--- config.mk ---
export PLATFORM = sky130hd
export DESIGN_NAME = adder_tree_accum
export DESIGN_NICKNAME = d
export VERILOG_FILES = /design/src/rtl/adder_tree_accum.sv
export SDC_FILE = /design/constraint.sdc
export NUM_CORES = 1
export LEC_CHECK = 0
export ABC_AREA = 1
export BUFFER_PORTS_ARGS = -buffer_cell sky130_fd_sc_hd__buf_2
export CAP_MARGIN = 20
export CORE_MARGIN = 2
export CORE_UTILIZATION = 50
export DETAILED_ROUTE_END_ITERATION = 6
export GPL_TIMING_DRIVEN = 0
export MAX_ROUTING_LAYER = met4
export PLACE_DENSITY = 0.79
export SYNTH_ARGS = -nofsm -noshare
export SYNTH_HDL_FRONTEND = slang
export SYNTH_SLANG_ARGS = --single-unit
--- constraint.sdc ---
create_clock -name clk -period 3.19 [get_ports clk]
set_input_delay 0.638 -clock clk [delete_from_list [all_inputs] [get_ports clk]]
set_output_delay 0.638 -clock clk [all_outputs]
set_load 0.005 [all_outputs]
--- src/rtl/adder_tree_accum.sv ---
// adder_tree_accum: registered binary adder tree feeding a pass/accumulate output stage
module adder_tree_accum #(
  parameter int N_IN  = 3,
  parameter int IN_W  = 16,
  parameter int OUT_W = 18,
  parameter bit SAT   = 1'b1
) (
  input  logic                    clk,
  input  logic                    rst_n,
  input  logic                    enable,
  input  logic                    mode,
  input  logic                    in_valid,
  input  logic [N_IN*IN_W-1:0]    in_data,
  input  logic                    in_first,
  input  logic                    in_last,
  output logic                    out_valid,
  output logic signed [OUT_W-1:0] out_data,
  output logic                    out_sat
);
  localparam int L = $clog2(N_IN);
  localparam logic signed [OUT_W-1:0] MAX_V = {1'b0, {(OUT_W-1){1'b1}}};
  localparam logic signed [OUT_W-1:0] MIN_V = {1'b1, {(OUT_W-1){1'b0}}};
  typedef struct packed {
    logic v;
    logic f;
    logic l;
    logic m;
  } ctrl_t;
  logic signed [OUT_W-1:0] node   [L+1][N_IN];
  logic signed [OUT_W-1:0] tree_d [L][N_IN];
  logic signed [OUT_W-1:0] tree_q [L][N_IN];
  ctrl_t ctrl_q [L];
  ctrl_t c;
  logic signed [OUT_W-1:0] sum, add, res;
  logic signed [OUT_W-1:0] acc_q, acc_d, out_data_q, out_data_d;
  logic gsat_q, gsat_d, out_valid_q, out_valid_d, out_sat_q, out_sat_d;
  logic ovf, take;
  for (genvar k = 0; k < N_IN; k++) begin : g_ext
    assign node[0][k] = {{(OUT_W-IN_W){in_data[k*IN_W+IN_W-1]}}, in_data[k*IN_W +: IN_W]};
  end
  // Level s holds ceil(N_IN / 2^s) live operands; an odd leftover passes through unchanged.
  for (genvar s = 0; s < L; s++) begin : g_lvl
    localparam int NS = (N_IN + (1 << s) - 1) >> s;
    for (genvar j = 0; j < N_IN; j++) begin : g_node
      if (2*j+1 < NS) begin : g_add
        assign tree_d[s][j] = node[s][2*j] + node[s][2*j+1];
      end else if (2*j < NS) begin : g_pass
        assign tree_d[s][j] = node[s][2*j];
      end else begin : g_zero
        assign tree_d[s][j] = '0;
      end
      assign node[s+1][j] = tree_q[s][j];
    end
  end
  // A first beat loads the sum directly, so only continuing beats can overflow.
  always_comb begin
    c           = ctrl_q[L-1];
    sum         = node[L][0];
    add         = (c.f ? '0 : acc_q) + sum;
    ovf         = SAT && !c.f && (acc_q[OUT_W-1] == sum[OUT_W-1]) && (add[OUT_W-1] != sum[OUT_W-1]);
    res         = ovf ? (sum[OUT_W-1] ? MIN_V : MAX_V) : add;
    take        = c.v && c.m;
    acc_d       = take ? res : acc_q;
    gsat_d      = take ? ((!c.f && gsat_q) || ovf) : gsat_q;
    out_valid_d = c.v && (!c.m || c.l);
    out_data_d  = !out_valid_d ? out_data_q : (c.m ? res : sum);
    out_sat_d   = !out_valid_d ? out_sat_q : (c.m && gsat_d);
  end
  always_ff @(posedge clk or negedge rst_n) begin
    if (!rst_n) begin
      for (int s = 0; s < L; s++) begin
        ctrl_q[s] <= '0;
        for (int j = 0; j < N_IN; j++) tree_q[s][j] <= '0;
      end
      acc_q       <= '0;
      gsat_q      <= 1'b0;
      out_valid_q <= 1'b0;
      out_data_q  <= '0;
      out_sat_q   <= 1'b0;
    end else if (enable) begin
      ctrl_q[0] <= {in_valid, in_first, in_last, mode};
      for (int s = 1; s < L; s++) ctrl_q[s] <= ctrl_q[s-1];
      for (int s = 0; s < L; s++)
        for (int j = 0; j < N_IN; j++) tree_q[s][j] <= tree_d[s][j];
      acc_q       <= acc_d;
      gsat_q      <= gsat_d;
      out_valid_q <= out_valid_d;
      out_data_q  <= out_data_d;
      out_sat_q   <= out_sat_d;
    end
  end
  assign out_valid = out_valid_q;
  assign out_data  = out_data_q;
  assign out_sat   = out_sat_q;
endmodule

==> results of run 1 <==
## flip-flops by register name, summed over array words and instances (netlist names)
name,cells
gsat_q,1
sum,18
out_sat,1
out_valid,1
ctrl_q,4
acc_q,18
node,33
c,4
out_data,18
## critical path, cell delays in order (launching register included)
cell and delay (ns):
dfrtp_1 0.61, clkbuf_2 0.35, nor2_1 0.10, ha_1 0.39, nand2_2 0.11, nor2_1 0.19, and2_1 0.17, nand2_2 0.07
nand2_2 0.10, nand2_2 0.05, nand2_2 0.08, nand2_4 0.09, buf_6 0.19, nand2_2 0.09, nand3_1 0.06, nand2_1 0.12
nand2_1 0.06
## metal layers
metal,global-route usage (%),share of wire (%),wire [µm],vias up
met4,10.88,3.7,623,0
met2,42.86,49,8232,167
met1,30.33,43,7307,2915
li1,-,-,-,3247
met5,-,0,0,-
met3,2.852,4.4,745,45
## worst max-delay path by stage
stage,startpoint,to,cells after the start
final,c[2],out_data[9],16
after global routing,c[2],out_data[10],16
after CTS,c[2],out_data[9],17
after detailed placement,c[2],out_data[10],17
after global placement,c[2],out_data[10],17
after floorplan,c[2],acc_q[12],17
## kinds of logic after synthesis
logic type	Yosys count	share of synthesized area [%]
AND/OR/NAND/NOR	520	32.13
AO/OA/AOI/OAI	148	11.93
buffers and inverters	113	6.549
flip-flops	98	36.47
adder cells (fa/ha/maj)	53	10.20
XOR/XNOR	21	2.735
## report_power, final
part / internal (mW) / switching (mW) / leakage, nW
Clock: 0.555 / 0.483 / 0.137
Combinational: 1.08 / 1.76 / 2.86
Sequential: 1.60 / 0.212 / 1.20
Total: 3.24 / 2.46 / 4.20
## cell usage after synthesis
| cell | count | area, µm² |
|---|---|---|
| nor2_2 | 1 | 6.260 |
| dfrtp_1 | 98 | 2452 |
| o22ai_1 | 1 | 6.260 |
| xor2_1 | 13 | 113.9 |
| inv_1 | 82 | 307.8 |
| nand2_1 | 334 | 1254 |
| a221oi_1 | 1 | 8.760 |
| or2_2 | 6 | 37.54 |
| o211a_1 | 1 | 10.01 |
| nand3_1 | 67 | 335.3 |
| xnor2_1 | 8 | 70.07 |
| ha_1 | 50 | 625.6 |
| o21ai_1 | 10 | 50.05 |
| a21boi_0 | 1 | 7.510 |
| o21bai_1 | 3 | 22.52 |
| a31oi_1 | 5 | 31.28 |
| o31ai_1 | 1 | 7.510 |
| nand2b_1 | 1 | 6.260 |
| and2_1 | 2 | 12.51 |
| o21ai_0 | 59 | 295.3 |
| fa_1 | 3 | 60.06 |
| nor4_1 | 2 | 12.51 |
| buf_6 | 1 | 11.26 |
| nor3_1 | 2 | 10.01 |
| a21o_1 | 6 | 45.04 |
| a21oi_2 | 3 | 26.28 |
| clkbuf_1 | 20 | 75.07 |
| nor2_1 | 76 | 285.3 |
| nand4_1 | 2 | 12.51 |
| nand2_2 | 17 | 106.4 |
| nand3b_1 | 6 | 45.04 |
| a21boi_1 | 1 | 7.510 |
| a21oi_1 | 55 | 275.3 |
| buf_1 | 2 | 7.510 |
| or2_1 | 1 | 6.260 |
| nand2_4 | 1 | 11.26 |
| inv_2 | 1 | 3.750 |
| o21ai_2 | 1 | 8.760 |
| nand3_2 | 2 | 20.02 |
| buf_2 | 7 | 35.03 |
## per-stage QoR
stage | setup slack, ns | area (µm²) | hold WS (ns) | util (%)
floorplan | 0.6464 | 6725 | 0.3424 | -
global placement | 0.0005365 | 7311 | 0.4577 | 55.43
detailed placement | -0.02765 | 7341 | 0.4590 | 55.65
CTS | 0.1087 | 7620 | 0.2284 | 57.77
global route | 0.02846 | 7616 | 0.2571 | 57.74
finish | 0.1978 | 7616 | 0.2127 | 57.74
## layout make-up
type | instances | area (µm²) | share of cell area (%)
Clock inverter | 4 | 35.03 | 0.4600
Tap cell | 176 | 220.2 | 2.891
Clock buffer | 11 | 242.7 | 3.187
Inverter | 83 | 311.5 | 4.091
Sequential cell | 98 | 2452 | 32.20
Timing Repair Buffer | 74 | 395.4 | 5.191
Multi-Input combinational cell | 742 | 3832 | 50.32
Buffer | 29 | 126.4 | 1.659
## what timing repair did
item | CTS | global route
endpoints found under the setup margin | 17 | 32
resized for setup | 1 | 0
setup buffers | 0 | 0
hold endpoints to repair | 0 | 0
cloned | 0 | 0
==> out/metrics.yaml, run 1 <==
cts:
  numCtsBuffers: 9
  root_buffer: "clkbuf_16"
  hold_buffers: 0
  cts_tree: "built"
  h-tree-depth: 3
  cts_num_sinks: 98
  clkSlewWorstSetupHoldPaths_ns: 0.07
  clkLatencyLatePin_ns: 0.35
  clockBufferDepth: 2
floorplanning:
  ios: 75
  initial_core_util_pct: 50.99
  fp.dieW_um: 120.0
  dieArea_mm2: 0.01439
  rows: 42
  core_mm2: 0.01319
  dieHeight_um: 120.0
critical_path:
  critPathRequiredTime_ns: 3.42
  r2r-end: "out_data[9]"
  cp_max_fo: 10
  r2r_cells: 16
  crit_arrival_ns: 3.22
  start_kind: "flip-flop"
  crit_type: "reg2reg"
  rrSetupSlack_ns: 0.20
  cp-end-kind: "flip-flop"
  r2r_start: "c[2]"
timing:
  fin_crit_sh_pct: 93.80
  relSlewSlack_pct: 48.72
  rsz0062_at_grt: "false"
  drv_slew: 0
  finalSetupViolCount: 0
  worst_pin_slew_ns: 0.7692
  fin_skew_ns: 0.008994
  setup_tns_ns: 0
  fmax_mhz: 334.2
  fin_crit_ns: 2.992
  report.final.hold_viol_count: 0
drt:
  dr.first_iter.drc_count: 351
  drtPass1Iterations: 5
  wl_um: 16910
  post_drt_wl_per_cell_um: 13.89
  ant_nets: 0
  viasPerCell: 5.237
  drcViolationCount: 0
  dr_total_vias: 6374
outcome:
  status: "completed"
grt:
  grt_pass1_vias: 6192
  grt_pass1_wl_um: 28300
  grt_max_degree: 69
  grt_overflow: 0
  grt_use_total_pct: 25.20
  grt_antenna_before_repair: 0
logic_synthesis:
  yosysUniqueCellTypes: 40
  avgSynthCellArea_um2: 7.057
  yosys_warnings: 0
  synth_fp_nets: 1061
  netlist_area_mm2: 0.006725
  syn_inst: 953
  synth.yosys.seq_area_share_pct: 36.47
  synth_seq_cells: 98
cells_and_area:
  antenna_cells: 0
  nets: 1145
  mostFrequentLayoutCells: "nand2_1, dfrtp_1, inv_1"
  layout-drive-gt1-share_pct: 12.39
  final_common_cell: "nand2_1"
  nFillCells: 1272
  area_growth_pct: 13.25
  final_cells: 1217
place:
  dp_hpwl_um: 12920
  gp_congestion: 0.9648
  port-buffer-count: 73
  placedCellCount: 1203
power_and_ir_drop:
  power.density_mw_per_mm2: 747.7
  finalPower_mw: 5.695
  p_leak_nw: 4.197
  max-vdd-ir-drop_mv: 0.3425
run:
  drv_cap: 0
min_path:
  hp-class: "in2async"
No activity file was read; power rests on OpenSTA's default activity.
==> run 2, diff against run 1 <==
Settings changed: CORE_MARGIN 2 to not set, SETUP_SLACK_MARGIN set to 0.5.
==> run 2 against run 1 <==
Net effect: the flow now finishes with violations (design-rule violations); count of clock-buffer cells in the layout decreased by 2; hold slack got worse by 0.038 ns; setup slack improved by 0.40 ns; final area increased by 3.0%; clock skew decreased by 0.00073 ns; first-iteration DRC count increased by 6.3%; register-to-register slack improved by 0.40 ns; non-clock buffer count increased by 6; critical path type unchanged; highest routed layer unchanged.
==> out/metrics.yaml, run 2 (synthesized netlist as in run 1, its figures left out) <==
outcome:
  status: "finished, violations left"  # was completed
  violations: "design-rule violations"
critical_path:
  r2r-end: "acc_q[10]"  # was out_data[9]
  crit_type: "reg2reg"  # unchanged
  crit_start: "c[2]"  # unchanged
  r2r_cells: 17  # was 16
  start_kind: "flip-flop"  # unchanged
  cp_max_fo: 10  # unchanged
  crit_arrival_ns: 2.81  # was 3.22 ns
  crit_end: "acc_q[10]"  # was out_data[9]
  critPathRequiredTime_ns: 3.41  # was 3.42 ns
  r2r_start: "c[2]"  # unchanged
  cp-end-kind: "flip-flop"  # unchanged
  rrSetupSlack_ns: 0.60  # was 0.20 ns
grt:
  grt_antenna_before_repair: 0  # unchanged
  grt_pass1_vias: 6281  # was 6192
  grt_max_degree: 76  # was 69
  grt_pass1_wl_um: 29140  # was 28300 µm
  grt_overflow: 0  # unchanged
  grt_use_total_pct: 26.83  # was 25.20%
cts:
  numCtsBuffers: 9  # unchanged
  clkSlewWorstSetupHoldPaths_ns: 0.07  # about the same
  clockBufferDepth: 2  # unchanged
  clkLatencyLatePin_ns: 0.35  # about the same
  root_buffer: "clkbuf_16"  # unchanged
  cts_tree: "built"  # unchanged
  h-tree-depth: 3  # unchanged
  cts_num_sinks: 98  # unchanged
  hold_buffers: 0  # unchanged
drt:
  post_drt_wl_per_cell_um: 14.18  # was 13.89 µm
  wl_um: 17360  # was 16910 µm
  ant_nets: 0  # unchanged
  dr_total_vias: 6443  # was 6374
  viasPerCell: 5.264  # was 5.237
  dr.first_iter.drc_count: 373  # was 351
  drcViolationCount: 2  # was 0
  drtPass1Iterations: 7  # was 5
timing:
  fin_crit_sh_pct: 81.26  # was 93.80%
  rsz0062_at_grt: "false"  # unchanged
  fin_crit_ns: 2.592  # was 2.992 ns
  report.final.hold_viol_count: 0  # unchanged
  relSlewSlack_pct: 55.15  # was 48.72%
  finalWorstSetupSlack_ns: 0.5979  # was 0.1978 ns
  worst_pin_slew_ns: 0.6727  # was 0.7692 ns
  finalSetupViolCount: 0  # unchanged
  holdWs_ns: 0.1743  # was 0.2127 ns
  drv_slew: 0  # unchanged
  fmax_mhz: 385.8  # was 334.2 MHz
  fin_skew_ns: 0.008266  # was 0.008994 ns
cells_and_area:
  final_cells: 1224  # was 1217
  final_common_cell: "nand2_1"  # unchanged
  layout-drive-gt1-share_pct: 13.93  # was 12.39%
  fin_util_pct: 59.49  # was 57.74%
  largest_reg_flops: 33  # unchanged
  nets: 1151  # was 1145
  mostFrequentLayoutCells: "nand2_1, dfrtp_1, inv_1"  # unchanged
  antenna_cells: 0  # unchanged
  area_growth_pct: 16.67  # was 13.25%
power_and_ir_drop:
  max-vdd-ir-drop_mv: 0.3084  # was 0.3425 mV
  finalPower_mw: 6.094  # was 5.695 mW
  p_leak_nw: 4.272  # was 4.197 nW
  power.density_mw_per_mm2: 776.7  # was 747.7 mW/mm²
run:
  drv_cap: 0  # unchanged
floorplanning:
  dieArea_mm2: 0.01392  # was 0.01439 mm²
  rows: 42  # unchanged
  fp.dieW_um: 118.0  # was 120.0 µm
  dieHeight_um: 118.0  # was 120.0 µm
  core_mm2: 0.01319  # unchanged
  initial_core_util_pct: 50.99  # unchanged
  ios: 75  # unchanged
place:
  dp_hpwl_um: 12940  # was 12920 µm
  gp_congestion: 0.9495  # was 0.9648
  pre_cts_slack_ns: -0.04645  # was -0.02765 ns
  placedCellCount: 1203  # unchanged
  port-buffer-count: 73  # unchanged
min_path:
  hp-class: "in2async"  # unchanged
-- run 2: worst min-delay path by stage --
stage | from | endpoint | slack, ns | cells past startpoint
floorplan | rst_n | acc_q[0] | 0.34 | 0
global placement | ctrl_q[5] | ctrl_q[5] | 0.46 | 2
detailed placement | gsat_q | gsat_q | 0.46 | 2
global route | rst_n | acc_q[14] | 0.21 | 1
finish | rst_n | acc_q[13] | 0.17 | 1
CTS | rst_n | acc_q[13] | 0.19 | 1
-- run 2: where the power goes --
part,leakage (nW),internal [mW],total [mW],switching [mW]
Clock,0.163,0.702,1.23,0.524
Sequential,1.20,1.60,1.82,0.218
Combinational,2.91,1.21,3.05,1.84
Total,4.27,3.52,6.09,2.58
-- run 2: area by class of cell --
type                            instances  area (µm²)
Buffer                                 30       163.9
Clock buffer                            9       225.2
Clock inverter                          7       106.4
Fill cell                            1229        5344
Inverter                               83       311.5
Multi-Input combinational cell        742        3916
Sequential cell                        98        2452
Tap cell                              176       220.2
Timing Repair Buffer                   79       450.4
-- run 2: worst max-delay path, cell delays in order, from the launching register on --
cell       delay (ns)
dfrtp_1          0.39
buf_6            0.15
buf_8            0.15
nor2_1           0.14
ha_1             0.30
nand2_2          0.13
inv_1            0.09
a21oi_2          0.15
nand3_2          0.09
nand2_2          0.09
nand3_1          0.09
nand2_2          0.12
nand2_8          0.10
clkbuf_16        0.19
nand2_2          0.06
nand2_1          0.06
nand2_1          0.07
o21ai_1          0.08
-- run 2: through the flow --
stage	cell area (µm²)	TNS (ns)
2_1_floorplan	6725	0
3_3_place_gp	7311	-0.7577
3_5_place_dp	7341	-0.4728
4_1_cts	7686	0
5_1_grt	7846	0
6_report	7846	0
-- run 2: per-layer routing --
metal  up-vias  global-route usage [%]  share of wire [%]
met5         -                       -                  0
met4         0                   11.62                3.5
met3        47                   2.519                3.5
met2       158                   46.76                 49
met1      2973                   31.50                 44
li1       3265                       -                  -
-- run 2: timing repair --
action,in CTS,in global routing
cloned,0,1
gates resized for setup,5,23
pin swaps,0,6
setup endpoints to repair,38,34
setup buffers,0,4
